--- src/rtl/exception_commit_pkg.sv ---
// Shared types for the commit-stage exception sequencer: CP0 cause codes,
// the wb_exc bit positions, FSM states and the bit-to-cause mapping.
package exception_commit_pkg;

  typedef logic [4:0] ExcCode_t;

  // MIPS32 CP0 Cause.ExcCode values; cERET is a private code for the
  // exception-return path and never reaches Cause as a real fault.
  localparam ExcCode_t cInt     = 5'd0;
  localparam ExcCode_t cTLBMod  = 5'd1;
  localparam ExcCode_t cTLBL    = 5'd2;
  localparam ExcCode_t cTLBS    = 5'd3;
  localparam ExcCode_t cAdEL    = 5'd4;
  localparam ExcCode_t cAdES    = 5'd5;
  localparam ExcCode_t cSyscall = 5'd8;
  localparam ExcCode_t cBp      = 5'd9;
  localparam ExcCode_t cRI      = 5'd10;
  localparam ExcCode_t cCpU     = 5'd11;
  localparam ExcCode_t cOv      = 5'd12;
  localparam ExcCode_t cERET    = 5'd31;

  localparam int EXC_W = 13;

  // Position of each fault in wb_exc; lower index = higher priority.
  typedef enum logic [3:0] {
    EXB_IF_ADEL  = 4'd0,
    EXB_IF_TLBL  = 4'd1,
    EXB_RI       = 4'd2,
    EXB_CPU      = 4'd3,
    EXB_OV       = 4'd4,
    EXB_SYSCALL  = 4'd5,
    EXB_BP       = 4'd6,
    EXB_ERET     = 4'd7,
    EXB_MEM_ADEL = 4'd8,
    EXB_MEM_ADES = 4'd9,
    EXB_MEM_TLBL = 4'd10,
    EXB_MEM_TLBS = 4'd11,
    EXB_TLBMOD   = 4'd12
  } exc_bit_e;

  typedef enum logic [1:0] {
    ST_IDLE     = 2'd0,
    ST_DRAIN    = 2'd1,
    ST_WRITE    = 2'd2,
    ST_REDIRECT = 2'd3
  } state_e;

  // Cause code reported for a given wb_exc bit position.
  function automatic ExcCode_t exc_bit_code(input logic [3:0] idx);
    case (idx)
      EXB_IF_ADEL:  return cAdEL;
      EXB_IF_TLBL:  return cTLBL;
      EXB_RI:       return cRI;
      EXB_CPU:      return cCpU;
      EXB_OV:       return cOv;
      EXB_SYSCALL:  return cSyscall;
      EXB_BP:       return cBp;
      EXB_ERET:     return cERET;
      EXB_MEM_ADEL: return cAdEL;
      EXB_MEM_ADES: return cAdES;
      EXB_MEM_TLBL: return cTLBL;
      EXB_MEM_TLBS: return cTLBS;
      EXB_TLBMOD:   return cTLBMod;
      default:      return cInt;
    endcase
  endfunction

endpackage

--- src/rtl/exception_commit_priority_enc.sv ---
// Fixed-priority cause selector: interrupt beats every flag, then the
// lowest set wb_exc bit wins. Also reports whether the winning fault was
// raised by instruction fetch or by the data access.
module exc_priority_enc
  import exception_commit_pkg::*;
(
  input  logic             interrupt_pending,
  input  logic [EXC_W-1:0] wb_exc,
  output logic             hit,
  output ExcCode_t         code,
  output logic             is_mem,
  output logic             is_fetch
);

  // Scan from lowest priority to highest so the last match wins.
  always_comb begin
    hit      = interrupt_pending | (|wb_exc);
    code     = cInt;
    is_mem   = 1'b0;
    is_fetch = 1'b0;
    if (!interrupt_pending) begin
      for (int i = EXC_W - 1; i >= 0; i--) begin
        if (wb_exc[i]) begin
          code     = exc_bit_code(4'(i));
          is_mem   = (4'(i) >= EXB_MEM_ADEL);
          is_fetch = (4'(i) <= EXB_IF_TLBL);
        end
      end
    end
  end

endmodule

--- src/rtl/exception_commit.sv ---
// Commit-stage exception sequencer: latches the winning cause at trigger,
// waits for memory to drain, pulses the CP0 exception write with flush,
// then holds a fetch redirect until it is accepted.
module exception_commit
  import exception_commit_pkg::*;
(
  input  logic             clk,
  input  logic             reset,
  input  logic             wb_valid,
  input  logic [31:0]      wb_pc,
  input  logic             wb_bd,
  input  logic [EXC_W-1:0] wb_exc,
  input  logic             wb_tlb_refill,
  input  logic [31:0]      wb_mem_addr,
  input  logic             interrupt_pending,
  input  logic [31:0]      exc_handler,
  input  logic [31:0]      int_handler,
  input  logic [31:0]      tlb_refill_handler,
  input  logic [31:0]      epc,
  input  logic             mem_busy,
  output logic             en_exp_o,
  output logic             ewr_bd,
  output logic [31:0]      ewr_epc,
  output logic [31:0]      ewr_badVAddr,
  output ExcCode_t         ewr_excCode,
  output logic             wb_stall,
  output logic             flush,
  output logic             redirect_valid,
  output logic [31:0]      redirect_pc,
  input  logic             redirect_ready
);

  state_e      state_reg;
  ExcCode_t    lat_code_reg;
  logic [31:0] lat_epc_reg;
  logic [31:0] lat_badvaddr_reg;
  logic        lat_bd_reg;
  logic        lat_refill_reg;

  logic        enc_hit;
  ExcCode_t    enc_code;
  logic        enc_is_mem;
  logic        enc_is_fetch;

  logic        trigger;
  logic [31:0] live_epc;
  logic [31:0] live_badvaddr;
  logic [31:0] redirect_target;

  exc_priority_enc u_enc (
    .interrupt_pending (interrupt_pending),
    .wb_exc            (wb_exc),
    .hit               (enc_hit),
    .code              (enc_code),
    .is_mem            (enc_is_mem),
    .is_fetch          (enc_is_fetch)
  );

  // Trigger detection and the values captured from the commit stage.
  always_comb begin
    trigger       = wb_valid && enc_hit;
    live_epc      = wb_bd ? (wb_pc - 32'd4) : wb_pc;
    live_badvaddr = enc_is_fetch ? wb_pc : (enc_is_mem ? wb_mem_addr : 32'd0);
    wb_stall      = (state_reg != ST_IDLE) || trigger;
  end

  // Fetch target chosen from CP0 values present during the WRITE cycle.
  always_comb begin
    redirect_target = exc_handler;
    if (lat_code_reg == cERET)
      redirect_target = epc;
    else if (lat_code_reg == cInt)
      redirect_target = int_handler;
    else if ((lat_code_reg == cTLBL || lat_code_reg == cTLBS) && lat_refill_reg)
      redirect_target = tlb_refill_handler;
  end

  // Sequencer FSM with registered CP0 write port and redirect outputs.
  // The ewr_* registers load only on entry to WRITE so CP0 sees values
  // that stay put across a following exception's drain phase.
  always_ff @(posedge clk) begin
    if (reset) begin
      state_reg        <= ST_IDLE;
      lat_code_reg     <= cInt;
      lat_epc_reg      <= 32'd0;
      lat_badvaddr_reg <= 32'd0;
      lat_bd_reg       <= 1'b0;
      lat_refill_reg   <= 1'b0;
      en_exp_o         <= 1'b0;
      flush            <= 1'b0;
      ewr_bd           <= 1'b0;
      ewr_epc          <= 32'd0;
      ewr_badVAddr     <= 32'd0;
      ewr_excCode      <= cInt;
      redirect_valid   <= 1'b0;
      redirect_pc      <= 32'd0;
    end else begin
      case (state_reg)
        ST_IDLE: begin
          if (trigger) begin
            lat_code_reg     <= enc_code;
            lat_epc_reg      <= live_epc;
            lat_badvaddr_reg <= live_badvaddr;
            lat_bd_reg       <= wb_bd;
            lat_refill_reg   <= wb_tlb_refill;
            if (mem_busy) begin
              state_reg <= ST_DRAIN;
            end else begin
              state_reg    <= ST_WRITE;
              en_exp_o     <= 1'b1;
              flush        <= 1'b1;
              ewr_bd       <= wb_bd;
              ewr_epc      <= live_epc;
              ewr_badVAddr <= live_badvaddr;
              ewr_excCode  <= enc_code;
            end
          end
        end
        ST_DRAIN: begin
          if (!mem_busy) begin
            state_reg    <= ST_WRITE;
            en_exp_o     <= 1'b1;
            flush        <= 1'b1;
            ewr_bd       <= lat_bd_reg;
            ewr_epc      <= lat_epc_reg;
            ewr_badVAddr <= lat_badvaddr_reg;
            ewr_excCode  <= lat_code_reg;
          end
        end
        ST_WRITE: begin
          en_exp_o       <= 1'b0;
          flush          <= 1'b0;
          redirect_pc    <= redirect_target;
          redirect_valid <= 1'b1;
          state_reg      <= ST_REDIRECT;
        end
        ST_REDIRECT: begin
          if (redirect_ready) begin
            redirect_valid <= 1'b0;
            state_reg      <= ST_IDLE;
          end
        end
        default: state_reg <= ST_IDLE;
      endcase
    end
  end

endmodule

--- config.mk ---
export PLATFORM = sky130hd
export DESIGN_NAME = exception_commit
export DESIGN_NICKNAME = d
export VERILOG_FILES = /design/src/rtl/exception_commit_pkg.sv /design/src/rtl/exception_commit_priority_enc.sv /design/src/rtl/exception_commit.sv
export SDC_FILE = /design/constraint.sdc
export NUM_CORES = 1
export LEC_CHECK = 0
export ABC_CLOCK_PERIOD_IN_PS = 2600
export BUFFER_PORTS_ARGS = -buffer_cell sky130_fd_sc_hd__buf_4
export CAP_MARGIN = 20
export CORE_MARGIN = 4
export CORE_UTILIZATION = 25
export CTS_CLUSTER_DIAMETER = 50
export DETAILED_ROUTE_END_ITERATION = 6
export PLACE_DENSITY_LB_ADDON = 0.1
export SYNTH_ARGS = -nofsm -noshare
export SYNTH_HDL_FRONTEND = slang
export SYNTH_SLANG_ARGS = --single-unit
--- constraint.sdc ---
create_clock -name clk -period 2.6 [get_ports clk]
set_input_delay 0.52 -clock clk [delete_from_list [all_inputs] [get_ports clk]]
set_output_delay 0.52 -clock clk [all_outputs]
set_load 0.05 [all_outputs]
### Word-level counts from Yosys, hierarchy flattened

Index checks and enable logic that the tools add are counted.

| operators by class | value |
|---|---|
| reduce and logical (&&, ||, !) cells | 16 |
| $add $sub $neg | 1 |
| muxes and demuxes | 66 |
| equal/unequal tests | 10 |
| bitwise logic cells | 1 |

Operators with widths:

| kind | number |
|---|---|
| $mux W32 | 12 |
| $pmux W32 S2 | 2 |
| $mux W5 | 12 |
| $sub A32 B3 Y32 const B | 1 |
| $mux W1 | 26 |
| $reduce_or A13 Y1 | 1 |
| $mux W2 | 6 |
| $eq A5 B2 Y1 const B | 2 |
| $pmux W5 S2 | 1 |
| $ne A2 B2 Y1 const B | 4 |
| $pmux W2 S4 | 1 |
| $mux W3 | 2 |
| $pmux W1 S3 | 2 |
| $reduce_and A2 Y1 | 3 |
| $reduce_bool A2 Y1 | 3 |
| $eq A5 B5 Y1 const B | 1 |
| $logic_not A5 Y1 | 1 |
| $eq A2 B2 Y1 const B | 2 |
| $pmux W1 S2 | 2 |
| $reduce_and A4 Y1 | 1 |
| $reduce_and A3 Y1 | 1 |
| $reduce_bool A3 Y1 | 1 |
| $eq A2 B1 Y1 const B | 1 |
| $logic_and A1 B1 Y1 | 2 |
| 3 further kinds | 4 |

| storage, ports and cells | value |
|---|---|
| logic and storage cells | 108 |
| bits in registers | 178 |
| output and inout bits | 106 |
| bits of input ports | 213 |

### Longest topological paths before layout

| depth | value |
|---|---|
| depth after elaboration | 19 |
| depth in mapped cells | 10 |
| depth with buffers taken out | 7 |

### Modules after synthesis

Synthesis repeated with hierarchy kept, for this count alone.

| unflattened totals | value |
|---|---|
| cell total of the unflattened synthesis | 1,098 |
| area, all modules | 8,755.9 sq um |

By module, submodules not included:

| module | times used | area each (sq um) | cells an instance | sequential area each (sq um) |
|---|---|---|---|---|
| exception_commit | 1 | 8,565.7 | 1,068 | 3,543.4 |
| exc_priority_enc | 1 | 190.2 | 30 | 0.0 |

### Worst setup path before layout

No wires, ideal clock.

| timing | value |
|---|---|
| kind | input port to output port |
| start | in wb_exc[11] |
| end | out wb_stall |
| arrival | 2.102 ns |
| data required time | 2.080 ns |
| setup slack | -0.022 ns |
| path buffers | 2 |
| stages | 6 |
| path through | or4_1 or2_2 clkbuf_1 buf_2 o21ai_0 nand2_1 |

| on the way | value |
|---|---|
| word-level cells in the longest chain between the ends | 4 |

Ends and longest elaborated chain:

| item | line | RTL |
|---|---|---|
| start, declared | exception_commit.sv:12 | `input logic [EXC_W-1:0] wb_exc,` |
| $reduce_or A13 Y1 | exception_commit_priority_enc.sv:17 | `hit = interrupt_pending \| (\|wb_exc);` |
| $or A1 B1 Y1 | exception_commit_priority_enc.sv:17 |  |
| $logic_and A1 B1 Y1 | exception_commit.sv:61 | `trigger = wb_valid && enc_hit;` |
| $logic_or A1 B1 Y1 | exception_commit.sv:64 | `wb_stall = (state_reg != ST_IDLE) \|\| trigger;` |
| end, declared | exception_commit.sv:26 | `output logic wb_stall,` |

No other way between the ends.

### Final worst setup path

Ends and elaborated chain as after synthesis.

==> impl_metrics.env <==
export IMPL_grt_pass1_wl_mm=53.81
export IMPL_grt_max_degree=152
export IMPL_ant_nets=0
export IMPL_vias=9360
export IMPL_syn_instance_count=1132
export IMPL_setup_worst_path_start="wb_exc[11]"
export IMPL_dieArea_um2=39200
export IMPL_finalPower_mw=12.33
export IMPL_r2r_start="state_reg[0]$_SDFFE_PP0P_"
export IMPL_hold_start="wb_exc[2]"
export IMPL_crit_required_ps=2080
export IMPL_num_rows=69
export IMPL_yosysTopAreaCell="dfxtp_1"
export IMPL_syn_nets=1350
export IMPL_drv_slew=0
export IMPL_setup_viol=0
export IMPL_cp_start_kind="input pin"
export IMPL_drtIter0Drc=534
export IMPL_holdBufCountCts=0
export IMPL_io_pins=319
export IMPL_io_buffers=318
export IMPL_synth_warnings=0
export IMPL_path_clk_slew_ps=70
export IMPL_ys_seq_elements=177
export IMPL_m1WireLength_mm=16.31
export IMPL_final_period_utilization_pct=97.54
export IMPL_async_flop_share_pct=0
export IMPL_synth_area_um2=9024
export IMPL_antennaDiodeCount=0
export IMPL_synth_top_family_by_area="simple AND/OR/NAND/NOR gates"
export IMPL_synth_edf_count=0
export IMPL_ir_drop_mv=0.4994
export IMPL_post_route_util_pct=35.61
export IMPL_clock_path_buffers=2
export IMPL_synth_cell_types=55
export IMPL_final_area_um2=12660
export IMPL_htree_num_levels=4
export IMPL_synth_most_common_cell="nor2_1"
export IMPL_tightest_slew_ps=752.7
export IMPL_relSlewSlack_pct=49.82
export IMPL_rrSetupSlack_ps=200
export IMPL_grt_pass1_vias=8893
export IMPL_yosys_area_share_simple_pct=24.69
export IMPL_synth_ff_type="dfxtp_1"
export IMPL_yosys_mux_area_fraction_pct=4.104
export IMPL_cp_top_family="simple AND/OR/NAND/NOR gates"
export IMPL_wl_met3_mm=2.411
export IMPL_synth_fa_ha_area_share_pct=0.6933
export IMPL_synth_xor_area_share_pct=2.135
export IMPL_critPathCaptureType="output pin"
export IMPL_fin_crit_ps=2536
export IMPL_rsz0062_at_grt="no"
export IMPL_syn_to_final_growth_pct=40.35
export IMPL_root_buffer="clkbuf_16"
export IMPL_antenna_found_initial=1
export IMPL_core_um2=35570
export IMPL_cts_tree="built"
export IMPL_cellLeakagePower_nw=4.977
export IMPL_cap_viol_max_count=0
export IMPL_die_h_um=198.0
export IMPL_wl_per_cell_um=19.16
export IMPL_path_common_cell="buf_4"
export IMPL_routabilityCongestion=0.7582
export IMPL_slowest_stage="or4_1"
export IMPL_post_cts_buffers=0
export IMPL_clk_insertion_delay_late_ps=440
export IMPL_vias_per_cell=4.995
export IMPL_cpPeakStageDelay_ps=580
export IMPL_cts_sinks=177
export IMPL_worst_path_buf_inv=2
export IMPL_dpl_cell_area_um2=12090
export IMPL_fin_nets=1618
export IMPL_gr_total_overflow=0
export IMPL_hold_viol=0
export IMPL_hp_class="in -> reg"
export IMPL_finClkSkew_ps=10.29
export IMPL_cp_arrival_ps=2020
export IMPL_seq_area_frac_synth_pct=39.27
export IMPL_power_density_nw_per_um2=973.6
export IMPL_drt_total_wl_mm=35.90
export IMPL_avgSynthCellArea_um2=7.971
export IMPL_chipWidth_um=198.0
export IMPL_floorplan_initialDensity_pct=25.37
export IMPL_fmax_mhz=394.3
export IMPL_postCtsResizedCells=0
export IMPL_dpl_hpwl_mm=25.24
export IMPL_synth_compound_area_share_pct=23.68
export IMPL_path_cells="buf_4, or4_1, or2_2, o21ai_0, nand2_2, buf_4"
export IMPL_drive_gt1_share_pct=29.44
export IMPL_status="finished, final reports clean"
export IMPL_setup_tns_ps=0
export IMPL_numCtsBuffers=17
export IMPL_synth_common_cells="nor2_1, dfxtp_1, nand2_1"
export IMPL_drc=0
export IMPL_yosys_top_cells_area="dfxtp_1, nor2_1, nand2_1"
export IMPL_cp_max_fo=3
export IMPL_first_pass_iters=5
export IMPL_fill_cells=3778
export IMPL_wl_met2_mm=16.70
export IMPL_synth_top_cell_area_share_pct=39.27
export IMPL_top_layer="met5"
export IMPL_grt_usage_pct=17.61
export IMPL_critPathKind="in -> out"
==> per-layer routing <==
layer,vias to the layer above,global-route usage (%)
li1,4628,-
met5,-,0
met1,4422,23.97
met3,24,4.611
met2,284,28.20
met4,2,3.902
==> cell usage in the layout, fill, tap and decap left out, types with 34 or more instances in the layout <==
master    Yosys  routed
nor3_1       66      66
nand3_1      38      38
a21oi_1      69      68
a211o_1      39      39
a311oi_1     34      34
o211ai_1     34      34
buf_4         4     342
dfxtp_1     177     177
nand2_1     110     108
nor2_1      189     187
mux2i_1      37      37
nand2b_1     35      35
==> final cells by class <==
class	count	area [um^2]	area share, %
clock buffers	17	425.4	3.359
clock inverters	15	148.9	1.176
inverters	10	37.54	0.2964
multi-input cells	836	5045	39.83
flip-flops and latches	177	3543	27.98
well taps	461	576.8	4.554
repair buffers	358	2888	22.80
==> power by group <==
group / internal, mW / leakage [nW] / total [mW] / switching, mW
sequential: 3.43 / 1.45 / 3.82 / 0.381
combinational: 2.02 / 3.25 / 5.90 / 3.88
clock: 1.35 / 0.278 / 2.61 / 1.26
==> stage by stage <==
step | hold WS, ps | worst slack, ps | cells
6_report | 307.6 | 63.95 | 1874
5_1_grt | 288.9 | 22.91 | 1874
4_1_cts | 270.0 | 64.56 | 1874
3_5_place_dp | 446.6 | 68.43 | 1842
3_3_place_gp | 442.3 | 44.46 | 1842
2_1_floorplan | 431.9 | 26.75 | 1132
==> logic make-up (layout without fill, tap and decap cells) <==
group / Yosys count / in the layout
buffers and inverters: 119 / 400
flip-flops: 177 / 177
XOR/XNOR: 22 / 22
AO/OA/AOI/OAI: 288 / 288
AND/OR/NAND/NOR: 484 / 484
adder cells (fa/ha/maj): 5 / 5
multiplexers: 37 / 37
==> worst reg2reg max path: stages, from the launching register on <==
cell and delay, ps:
dfxtp_1 480, inv_1 120, ha_1 290, nand2b_1 200, a21oi_1 300, o21a_2 250
buf_12 270, o21ai_0 160, o32ai_1 250
==> path summary, 6_finish.rpt <==
kind,to,depth (start not counted)
worst max-delay path,wb_stall,6
worst min-delay path,lat_code_reg[0]$_SDFFE_PP0P_,2
worst min register to register,ewr_epc[7]$_SDFFE_PP0P_,2
worst max register to register,ewr_badVAddr[3]$_SDFFE_PP0P_,8
Power figures use the tool's default switching activity.
